**config.mk**
```make
export PLATFORM = sky130hd
export DESIGN_NAME = axi_wr_arbiter
export DESIGN_NICKNAME = d
export VERILOG_FILES = /design/src/rtl/axi_wr_pkg.sv /design/src/rtl/rr_arbiter.sv /design/src/rtl/axi_wr_arbiter.sv
export SDC_FILE = /design/constraint.sdc
export NUM_CORES = 1
export LEC_CHECK = 0
export CAP_MARGIN = 20
export CORE_AREA = 2 2 171 173
export DETAILED_ROUTE_END_ITERATION = 12
export DIE_AREA = 0 0 173 175
export GPL_TIMING_DRIVEN = 0
export PLACE_DENSITY_LB_ADDON = 0.25
export SLEW_MARGIN = 20
export SYNTH_ARGS = -nofsm -noshare
export SYNTH_HDL_FRONTEND = slang
export SYNTH_SLANG_ARGS = --single-unit
```
**constraint.sdc**
```tcl
create_clock -name clk -period 4.8 [get_ports clk]
set_input_delay 0.48 -clock clk [delete_from_list [all_inputs] [get_ports clk]]
set_output_delay 0.48 -clock clk [all_outputs]
set_load 0.005 [all_outputs]
```
**src/rtl/axi_wr_pkg.sv**
```systemverilog
// Shared types and constants for the AXI3 write-port arbiter.
// Includes the FSM state enum, fixed AW attributes, response codes and a grant-pointer helper.
package axi_wr_pkg;

    typedef enum logic [1:0] {
        IDLE = 2'd0,
        ADDR = 2'd1,
        DATA = 2'd2,
        RESP = 2'd3
    } wr_state_e;

    // Grant index width is fixed at 3 bits so AWID = {zeros, 3-bit index} for any NREQ up to 8.
    localparam int IDX_W = 3;

    localparam logic [3:0] AWCACHE_DEF = 4'b0011;
    localparam logic [2:0] AWPROT_DEF  = 3'b000;
    localparam logic [3:0] AWQOS_DEF   = 4'b0000;

    localparam logic [1:0] AXI_RESP_OKAY   = 2'b00;
    localparam logic [1:0] AXI_RESP_EXOKAY = 2'b01;
    localparam logic [1:0] AXI_RESP_SLVERR = 2'b10;
    localparam logic [1:0] AXI_RESP_DECERR = 2'b11;

    function automatic logic [IDX_W-1:0] rr_next(input logic [IDX_W-1:0] g, input int n);
        if (int'(g) + 1 >= n) return '0;
        return g + 1'b1;
    endfunction

endpackage

```
**src/rtl/rr_arbiter.sv**
```systemverilog
// Combinational round-robin picker: first set request at or above ptr_i, wrapping.
// Returns a one-hot grant, the grant index and a valid flag.
module rr_arbiter
    import axi_wr_pkg::*;
#(
    parameter int NREQ = 2
) (
    input  logic [NREQ-1:0]  req_i,
    input  logic [IDX_W-1:0] ptr_i,
    output logic [NREQ-1:0]  gnt_o,
    output logic [IDX_W-1:0] idx_o,
    output logic             vld_o
);

    // Outer loop walks priority order; inner loop matches the rotated slot so all indexing stays constant.
    always_comb begin
        gnt_o = '0;
        idx_o = '0;
        vld_o = 1'b0;
        for (int i = 0; i < NREQ; i++) begin
            for (int k = 0; k < NREQ; k++) begin
                if (!vld_o && req_i[k] && (k == (int'(ptr_i) + i) % NREQ)) begin
                    vld_o    = 1'b1;
                    gnt_o[k] = 1'b1;
                    idx_o    = IDX_W'(k);
                end
            end
        end
    end

endmodule

```
**src/rtl/axi_wr_arbiter.sv**
```systemverilog
// Shares one AXI3 master write port between NREQ requesters, one burst at a time.
// Round-robin AW grant, beat-counted W with generated WLAST, B routed back to the owner.
module axi_wr_arbiter
    import axi_wr_pkg::*;
#(
    parameter int NREQ   = 2,
    parameter int ADDR_W = 32,
    parameter int DATA_W = 64,
    parameter int ID_W   = 12
) (
    input  logic                       clk,
    input  logic                       m_axi_aresetn,
    input  logic [NREQ-1:0]            req_awvalid,
    output logic [NREQ-1:0]            req_awready,
    input  logic [NREQ*ADDR_W-1:0]     req_awaddr,
    input  logic [NREQ*8-1:0]          req_awlen,
    input  logic [NREQ*3-1:0]          req_awsize,
    input  logic [NREQ*2-1:0]          req_awburst,
    input  logic [NREQ-1:0]            req_wvalid,
    output logic [NREQ-1:0]            req_wready,
    input  logic [NREQ*DATA_W-1:0]     req_wdata,
    input  logic [NREQ*DATA_W/8-1:0]   req_wstrb,
    output logic [NREQ-1:0]            req_bvalid,
    input  logic [NREQ-1:0]            req_bready,
    output logic [1:0]                 req_bresp,
    output logic [ID_W-1:0]            m_axi_awid,
    output logic [ADDR_W-1:0]          m_axi_awaddr,
    output logic [7:0]                 m_axi_awlen,
    output logic [2:0]                 m_axi_awsize,
    output logic [1:0]                 m_axi_awburst,
    output logic                       m_axi_awlock,
    output logic [3:0]                 m_axi_awcache,
    output logic [2:0]                 m_axi_awprot,
    output logic [3:0]                 m_axi_awqos,
    output logic                       m_axi_awvalid,
    input  logic                       m_axi_awready,
    output logic [ID_W-1:0]            m_axi_wid,
    output logic [DATA_W-1:0]          m_axi_wdata,
    output logic [DATA_W/8-1:0]        m_axi_wstrb,
    output logic                       m_axi_wlast,
    output logic                       m_axi_wvalid,
    input  logic                       m_axi_wready,
    input  logic [ID_W-1:0]            m_axi_bid,
    input  logic [1:0]                 m_axi_bresp,
    input  logic                       m_axi_bvalid,
    output logic                       m_axi_bready,
    output logic                       tx_wactive,
    output logic                       tx_bwait,
    output logic [7:0]                 tx_awlen,
    output logic                       bid_err
);

    localparam int STRB_W = DATA_W / 8;

    wr_state_e          state_q, state_d;
    logic [IDX_W-1:0]   rr_q, rr_d;
    logic [IDX_W-1:0]   gnt_q, gnt_d;
    logic [7:0]         beat_q, beat_d;
    logic [ADDR_W-1:0]  awaddr_q, awaddr_d;
    logic [7:0]         awlen_q, awlen_d;
    logic [2:0]         awsize_q, awsize_d;
    logic [1:0]         awburst_q, awburst_d;
    logic               awvalid_q, awvalid_d;

    logic [NREQ-1:0][ADDR_W-1:0] awaddr_a;
    logic [NREQ-1:0][7:0]        awlen_a;
    logic [NREQ-1:0][2:0]        awsize_a;
    logic [NREQ-1:0][1:0]        awburst_a;
    logic [NREQ-1:0][DATA_W-1:0] wdata_a;
    logic [NREQ-1:0][STRB_W-1:0] wstrb_a;

    assign awaddr_a  = req_awaddr;
    assign awlen_a   = req_awlen;
    assign awsize_a  = req_awsize;
    assign awburst_a = req_awburst;
    assign wdata_a   = req_wdata;
    assign wstrb_a   = req_wstrb;

    logic [NREQ-1:0]  arb_gnt;
    logic [IDX_W-1:0] arb_idx;
    logic             arb_vld;

    rr_arbiter #(.NREQ(NREQ)) u_rr (
        .req_i (req_awvalid),
        .ptr_i (rr_q),
        .gnt_o (arb_gnt),
        .idx_o (arb_idx),
        .vld_o (arb_vld)
    );

    // AW fields come from the requester being granted now; W/B from the owner of the burst in flight.
    logic [ADDR_W-1:0] sel_awaddr;
    logic [7:0]        sel_awlen;
    logic [2:0]        sel_awsize;
    logic [1:0]        sel_awburst;
    logic              sel_wvalid;
    logic [DATA_W-1:0] sel_wdata;
    logic [STRB_W-1:0] sel_wstrb;
    logic              sel_bready;

    always_comb begin
        sel_awaddr  = '0;
        sel_awlen   = '0;
        sel_awsize  = '0;
        sel_awburst = '0;
        sel_wvalid  = 1'b0;
        sel_wdata   = '0;
        sel_wstrb   = '0;
        sel_bready  = 1'b0;
        for (int r = 0; r < NREQ; r++) begin
            if (IDX_W'(r) == arb_idx) begin
                sel_awaddr  = awaddr_a[r];
                sel_awlen   = awlen_a[r];
                sel_awsize  = awsize_a[r];
                sel_awburst = awburst_a[r];
            end
            if (IDX_W'(r) == gnt_q) begin
                sel_wvalid = req_wvalid[r];
                sel_wdata  = wdata_a[r];
                sel_wstrb  = wstrb_a[r];
                sel_bready = req_bready[r];
            end
        end
    end

    always_comb begin
        state_d      = state_q;
        rr_d         = rr_q;
        gnt_d        = gnt_q;
        beat_d       = beat_q;
        awaddr_d     = awaddr_q;
        awlen_d      = awlen_q;
        awsize_d     = awsize_q;
        awburst_d    = awburst_q;
        awvalid_d    = awvalid_q;
        req_awready  = '0;
        req_wready   = '0;
        req_bvalid   = '0;
        req_bresp    = AXI_RESP_OKAY;
        m_axi_wvalid = 1'b0;
        m_axi_wlast  = 1'b0;
        m_axi_wdata  = '0;
        m_axi_wstrb  = '0;
        m_axi_bready = 1'b0;
        bid_err      = 1'b0;
        unique case (state_q)
            IDLE: begin
                if (arb_vld) begin
                    req_awready = arb_gnt;
                    gnt_d       = arb_idx;
                    awaddr_d    = sel_awaddr;
                    awlen_d     = sel_awlen;
                    awsize_d    = sel_awsize;
                    awburst_d   = sel_awburst;
                    awvalid_d   = 1'b1;
                    state_d     = ADDR;
                end
            end
            ADDR: begin
                if (m_axi_awready) begin
                    awvalid_d = 1'b0;
                    beat_d    = '0;
                    state_d   = DATA;
                end
            end
            DATA: begin
                m_axi_wvalid = sel_wvalid;
                m_axi_wdata  = sel_wdata;
                m_axi_wstrb  = sel_wstrb;
                m_axi_wlast  = (beat_q == awlen_q);
                for (int r = 0; r < NREQ; r++)
                    req_wready[r] = (IDX_W'(r) == gnt_q) && m_axi_wready;
                if (sel_wvalid && m_axi_wready) begin
                    beat_d = beat_q + 8'd1;
                    if (m_axi_wlast) state_d = RESP;
                end
            end
            RESP: begin
                m_axi_bready = sel_bready;
                req_bresp    = m_axi_bresp;
                for (int r = 0; r < NREQ; r++)
                    req_bvalid[r] = (IDX_W'(r) == gnt_q) && m_axi_bvalid;
                // A BID mismatch is flagged but the burst still retires normally.
                if (m_axi_bvalid && sel_bready) begin
                    bid_err = (m_axi_bid != m_axi_awid);
                    rr_d    = rr_next(gnt_q, NREQ);
                    state_d = IDLE;
                end
            end
            default: state_d = IDLE;
        endcase
    end

    always_ff @(posedge clk or negedge m_axi_aresetn) begin
        if (!m_axi_aresetn) begin
            state_q   <= IDLE;
            rr_q      <= '0;
            gnt_q     <= '0;
            beat_q    <= '0;
            awaddr_q  <= '0;
            awlen_q   <= '0;
            awsize_q  <= '0;
            awburst_q <= '0;
            awvalid_q <= 1'b0;
        end else begin
            state_q   <= state_d;
            rr_q      <= rr_d;
            gnt_q     <= gnt_d;
            beat_q    <= beat_d;
            awaddr_q  <= awaddr_d;
            awlen_q   <= awlen_d;
            awsize_q  <= awsize_d;
            awburst_q <= awburst_d;
            awvalid_q <= awvalid_d;
        end
    end

    assign m_axi_awid    = {{(ID_W-IDX_W){1'b0}}, gnt_q};
    assign m_axi_wid     = m_axi_awid;
    assign m_axi_awaddr  = awaddr_q;
    assign m_axi_awlen   = awlen_q;
    assign m_axi_awsize  = awsize_q;
    assign m_axi_awburst = awburst_q;
    assign m_axi_awvalid = awvalid_q;
    assign m_axi_awlock  = 1'b0;
    assign m_axi_awcache = AWCACHE_DEF;
    assign m_axi_awprot  = AWPROT_DEF;
    assign m_axi_awqos   = AWQOS_DEF;

    assign tx_wactive = (state_q == DATA);
    assign tx_bwait   = (state_q == RESP);
    assign tx_awlen   = awlen_q;

endmodule

```
==> results.sh, run 1 <==
export IMPL_status="complete, no violations"
export IMPL_crit_arrival_ns=3.13
export IMPL_cts_tree="yes"
export IMPL_antenna_found_initial=3
export IMPL_yosysTopAreaCellShare=0.3108
export IMPL_core_area_um2=28390
export IMPL_wl_per_cell_um=16.82
export IMPL_fin_worst_skew_ns=0.01049
export IMPL_critPathKind="reg2out"
export IMPL_grt_max_degree=50
export IMPL_num_rows=62
export IMPL_routed_wl_um=22940
export IMPL_grt_overflow=0
export IMPL_syn_avg_cell_area_um2=8.844
export IMPL_critical_path_max_stage_delay_ns=0.56
export IMPL_numCtsBuffers=9
export IMPL_final_layout_size_suffix_gt1_frac=0.07771
export IMPL_rrSetupSlack_ns=2.50
export IMPL_end_kind="output port"
export IMPL_total_power_mw=4.172
export IMPL_clock_sinks=58
export IMPL_vdd_ir_drop_max_mv=0.2003
export IMPL_cap_viol_max_count=0
export IMPL_power_switching_mw=1.521
export IMPL_grt_pass1_wl_um=33910
export IMPL_synth_area_leaders="dfrtp_1 (31%), mux2i_1 (26%), nor2b_1 (10%)"
export IMPL_finalSetupViolCount=0
export IMPL_sw_frac_of_total=0.3646
export IMPL_fin_crit_ns=3.615
export IMPL_drv_slew=0
export IMPL_relSlewSlack=0.5396
export IMPL_start_util=0.1645
export IMPL_worstReg2RegStart="state_q[0]"
export IMPL_fin_setup_tns_ns=0
export IMPL_boundaryPins=435
export IMPL_startpoint="state_q[0]"
export IMPL_worstMarginPinSlew_ns=0.6906
export IMPL_drc=0
export IMPL_grt_pass1_vias=5466
export IMPL_cp_common_cell="clkbuf_1"
export IMPL_hold_depth=2
export IMPL_yosysTopAreaCell="dfrtp_1"
export IMPL_clkLatencyLatePin_ns=0.32
export IMPL_dr_pass1_iters=4
export IMPL_synth_cells=528
export IMPL_cts_setup_buffers=0
export IMPL_synth_cell_types=36
export IMPL_slowest_stage="clkdlybuf4s50_1"
export IMPL_crit_fanout=10
export IMPL_cellPowerDensity_nw_per_um2=434.1
export IMPL_p_clk_frac=0.154
export IMPL_yosysWarnings=0
export IMPL_reg2reg_to="m_axi_awaddr[28]"
export IMPL_area_delta_synth_final_pct=105.8
export IMPL_final_cell_mix="clkdlybuf4s50_1 (399), mux2i_1 (121), nor2b_1 (75)"
export IMPL_gp_congestion=0.8202
export IMPL_yosysSeqAreaShare=0.3108
export IMPL_die_area_um2=30280
export IMPL_vias=5249
export IMPL_synth_seq_cells=58
export IMPL_fin_nets=1238
export IMPL_crit_chain="inv_1 -> ha_1 -> clkbuf_1 -> clkbuf_1 -> clkbuf_1 -> nor2b_1 -> clkdlybuf4s50_1"
export IMPL_mostFrequentLayoutCell="clkdlybuf4s50_1"
export IMPL_die_x_um=173
export IMPL_cts_clk_slew_worst_paths_ns=0.05
export IMPL_viasPerCell=3.848
export IMPL_synth_area_um2=4669
export IMPL_p_comb_frac=0.637
export IMPL_numPortBuffers=400
export IMPL_clk_path_buf_depth=2
export IMPL_cp_start_kind="flop"
export IMPL_crit_required_ns=4.32
export IMPL_fin_crit_sh=0.7531
export IMPL_drt_initial_drc_count=144
export IMPL_pwr_share_seq=0.208
export IMPL_dieHeight_um=175
export IMPL_rsz0062_at_grt="false"
export IMPL_internal_power_mw=2.651
export IMPL_ant_nets=0
export IMPL_place_hpwl_um=19780
export IMPL_finalHoldViolations=0
export IMPL_crit_end="m_axi_wdata[39]"
export IMPL_ctsHtreeMaxLevel=3
export IMPL_grt_usage=0.1477
export IMPL_r2r_cells=6
export IMPL_leakage_nw=4.119
export IMPL_root_buffer="clkbuf_16"
export IMPL_hp_class="reg2reg"
export IMPL_clock_fmax_mhz=276.6
==> cell usage after synthesis <==
master and number:
mux2i_1 121, nor2b_1 75, dfrtp_1 58, nand2_1 56, o21ai_0 52, buf_4 45
clkbuf_1 23, buf_2 12, nor2_1 11, xor2_1 11, nand3_1 8, ha_1 6
and3_1 5, nor4_1 5, a21oi_1 4, inv_1 4, nand2b_1 4, and2_1 3
nand4_1 3, o221ai_1 3, a31oi_1 2, conb_1 2, mux2_1 2, a21o_1 1
a221o_1 1, a22o_1 1, buf_1 1, nand3_2 1, nand3b_1 1, nor3_1 1
nor3b_1 1, o2111a_1 1, o21ai_1 1, o21ai_2 1, o32a_1 1, or3_1 1
==> cells by family after synthesis <==
group | Yosys count | share of synthesized area
flip-flops | 58 | 0.3108
buffers and inverters | 85 | 0.1077
adder cells (fa/ha/maj) | 6 | 0.01608
XOR/XNOR | 11 | 0.02063
AND/OR/NAND/NOR | 175 | 0.1975
other | 2 | 0.001608
multiplexers | 123 | 0.2642
AO/OA/AOI/OAI | 68 | 0.08146
==> sequential cells by signal (all words and copies together) (netlist names) <==
name,count
beat_q,8
gnt_q,1
m_axi_awaddr,32
m_axi_awburst,2
m_axi_awlen,8
m_axi_awsize,3
m_axi_awvalid,1
rr_q,1
state_q,2
==> worst max-delay path: cells and delay by family (launching register included) <==
family / cells / cell delay, ns
simple gates: 1 / 0.18
flops: 1 / 0.41
buf+inv: 5 / 1.96
fa+ha+maj: 1 / 0.26
==> power by group through the flow <==
stage / Clock (mW) / Combinational, mW / Sequential, mW
detailed placement: 0 / 2.72 / 0.881
global placement: 0 / 2.72 / 0.873
finish: 0.644 / 2.66 / 0.870
floorplan: 0 / 1.17 / 0.855
global route: 0.689 / 2.92 / 0.907
CTS: 0.665 / 2.73 / 0.879
==> how the worst min path moves through the flow <==
| stage | end | from | slack, ns |
|---|---|---|---|
| 2_1_floorplan | beat_q[0] | m_axi_aresetn | 0.18 |
| 3_3_place_gp | m_axi_awaddr[5] | m_axi_awaddr[5] | 0.46 |
| 3_5_place_dp | m_axi_awsize[2] | m_axi_aresetn | 0.34 |
| 4_1_cts | m_axi_awsize[2] | m_axi_awsize[2] | 0.48 |
| 5_1_grt | m_axi_awaddr[26] | m_axi_awaddr[26] | 0.50 |
| 6_report | m_axi_awaddr[30] | m_axi_awaddr[30] | 0.47 |
==> per-layer routing <==
layer | track usage | vias to the layer above | wire [um] | part of all wire
met3 | 0.04243 | 14 | 1875 | 0.082
met5 | 0 | - | 0 | 0
met4 | 0.03284 | 0 | 266 | 0.012
li1 | - | 2613 | - | -
met1 | 0.1640 | 2357 | 8871 | 0.39
met2 | 0.2775 | 265 | 11920 | 0.52
==> cell type report <==
cell class                      count  area (um2)
Buffer                             81       488.0
Sequential cell                    58        1451
Clock inverter                      5       53.80
Timing Repair Buffer              402        4039
Tap cell                          384       480.5
Antenna cell                        2       5.005
Clock buffer                       11       242.7
Fill cell                        3031       18780
Multi-Input combinational cell    417        2835
Inverter                            4       15.01
==> per-stage QoR <==
stage | util | cells | setup slack, ns | hold slack, ns | instance area (um2)
after detailed placement | 0.3275 | 1345 | 1.358 | 0.3361 | 9299
final | 0.3385 | 1364 | 1.185 | 0.4750 | 9610
after CTS | 0.3383 | 1362 | 1.001 | 0.4819 | 9605
after global routing | 0.3385 | 1364 | 0.8137 | 0.4982 | 9610
after global placement | 0.3266 | 1344 | 1.115 | 0.4595 | 9274
after floorplan | - | 560 | 2.690 | 0.1844 | 4790
==> repair_timing <==
action | 4_1_cts | 5_1_grt
hold buffers | 1 | 0
gates resized for setup | 0 | 0
hold endpoints to repair | 9 | 0
Power figures use the tool's default switching activity.
==> run 2, diff against run 1 <==
CORE_AREA = 2 2 168 170   (was 2 2 171 173)
DIE_AREA = 0 0 170 172   (was 0 0 173 175)
clock period = 3.4 ns   (was 4.8 ns; I/O delays follow)
==> results.sh, run 2 (synthesized netlist as in run 1, its figures left out) <==
export IMPL_gp_congestion=0.8079
export IMPL_fin_crit_sh=0.9249
export IMPL_fillers=2883
export IMPL_status="complete, no violations"
export IMPL_area_delta_synth_final_pct=104.7
export IMPL_fin_setup_tns_ns=0
export IMPL_vias=5258
export IMPL_ctsHtreeMaxLevel=3
export IMPL_fin_worst_skew_ns=0.006125
export IMPL_root_buffer="clkbuf_16"
export IMPL_pwr_share_seq=0.209
export IMPL_grt_pass1_vias=5252
export IMPL_p_clk_frac=0.153
export IMPL_final_cell_mix="clkdlybuf4s50_1 (399), mux2i_1 (121), nor2b_1 (75)"
export IMPL_clock_fmax_mhz=318.0
export IMPL_viasPerCell=3.962
export IMPL_final_layout_size_suffix_gt1_frac=0.07881
export IMPL_dieHeight_um=172
export IMPL_drt_initial_drc_count=113
export IMPL_cts_tree="yes"
export IMPL_clk_path_buf_depth=2
export IMPL_cts_clk_slew_worst_paths_ns=0.06
export IMPL_clock_sinks=58
export IMPL_grt_overflow=0
export IMPL_cap_viol_max_count=0
export IMPL_boundaryPins=435
export IMPL_internal_power_mw=3.722
export IMPL_end_kind="output port"
export IMPL_antenna_found_initial=4
export IMPL_place_hpwl_um=20070
export IMPL_numCtsBuffers=9
export IMPL_clkLatencyLatePin_ns=0.33
export IMPL_power_switching_mw=2.153
export IMPL_finalHoldViolations=0
export IMPL_cp_start_kind="flop"
export IMPL_cts_setup_buffers=0
export IMPL_critPathKind="reg2out"
export IMPL_grt_usage=0.1516
export IMPL_vdd_ir_drop_max_mv=0.2384
export IMPL_die_x_um=170
export IMPL_postLayoutCoreUtil=0.3479
export IMPL_drc=0
export IMPL_numPortBuffers=400
export IMPL_finalSetupViolCount=0
export IMPL_grt_max_degree=39
export IMPL_mostFrequentLayoutCell="clkdlybuf4s50_1"
export IMPL_core_area_um2=27480
export IMPL_worstMarginPinSlew_ns=0.7253
export IMPL_grt_pass1_wl_um=32720
export IMPL_die_area_um2=29240
export IMPL_pre_cts_ws_ns=0.05909
export IMPL_wl_per_cell_um=17.52
export IMPL_crit_fanout=19
export IMPL_r2r_cells=6
export IMPL_drv_slew=0
export IMPL_cellPowerDensity_nw_per_um2=614.7
export IMPL_crit_required_ns=3.06
export IMPL_p_comb_frac=0.638
export IMPL_fin_ws_ns=0.2555
export IMPL_sw_frac_of_total=0.3664
export IMPL_num_rows=61
export IMPL_largest_reg_flops=32
export IMPL_crit_arrival_ns=2.80
export IMPL_ant_nets=0
export IMPL_hp_class="in2async"
export IMPL_leakage_nw=4.107
export IMPL_fin_nets=1237
export IMPL_relSlewSlack=0.5165
export IMPL_rsz0062_at_grt="false"
export IMPL_routed_wl_um=23250
export IMPL_fin_crit_ns=3.145
export IMPL_start_util=0.1699
export IMPL_dr_pass1_iters=4
run 2: layout make-up:
cell class,count,area [um2],share of cell area
plain buffers,80,485.5,0.05079
clock buffers,10,229.0,0.02396
multi-input cells,417,2835,0.2966
diodes,4,10.01,0.001047
flip-flops and latches,58,1451,0.1519
inverters,4,15.01,0.001571
repair buffers,402,4031,0.4218
well taps,346,432.9,0.04529
clock inverters,6,67.56,0.007069
run 2: path summary, 6_finish.rpt:
kind                                    end        startpoint  slack, ns
hold reg to reg            m_axi_awaddr[28]  m_axi_awaddr[28]       0.47
setup reg to reg           m_axi_awaddr[27]        state_q[0]       1.20
setup / recovery                m_axi_wlast        state_q[0]       0.26
min in group clk           m_axi_awaddr[28]  m_axi_awaddr[28]       0.47
max in group asynchronous    m_axi_awlen[3]     m_axi_aresetn       2.42
hold / removal             m_axi_awaddr[18]     m_axi_aresetn       0.45
run 2: power groups by stage:
stage	combinational (mW)	clock [mW]	sequential (mW)
final	3.75	0.900	1.23
after global routing	4.11	0.961	1.28
after CTS	3.83	0.938	1.24
after detailed placement	3.83	0	1.24
after global placement	3.82	0	1.23
after floorplan	1.65	0	1.21
run 2: per-stage QoR:
step                hold WS [ns]  power [mW]  cell area, um2  cells
CTS                       0.4367       6.003            9548   1323
global placement          0.4592       5.048            9226   1306
detailed placement        0.2616       5.062            9244   1307
floorplan                0.04441       2.855            4790    560
global route              0.4690       6.347            9553   1325
finish                    0.4513       5.875            9558   1327
run 2: timing repair:
| item | in CTS | in global routing |
|---|---|---|
| resized for setup | 1 | 0 |
| setup endpoints to repair | 20 | 0 |
| hold buffers | 1 | 0 |
| hold endpoints to repair | 20 | 0 |
run 2: routing by layer:
metal	part of all wire	global-route usage	up-vias
li1	-	-	2613
met1	0.39	0.1729	2374
met2	0.50	0.2745	259
met3	0.090	0.04715	12
met4	0.012	0.03976	0
met5	0	0	-
run 2: critical path, stage by stage, from the launching register on:
cell and delay [ns]:
dfrtp_1 0.41, inv_1 0.12, ha_1 0.25, clkbuf_2 0.42
clkbuf_1 0.49, and3_1 0.26, clkdlybuf4s50_1 0.52
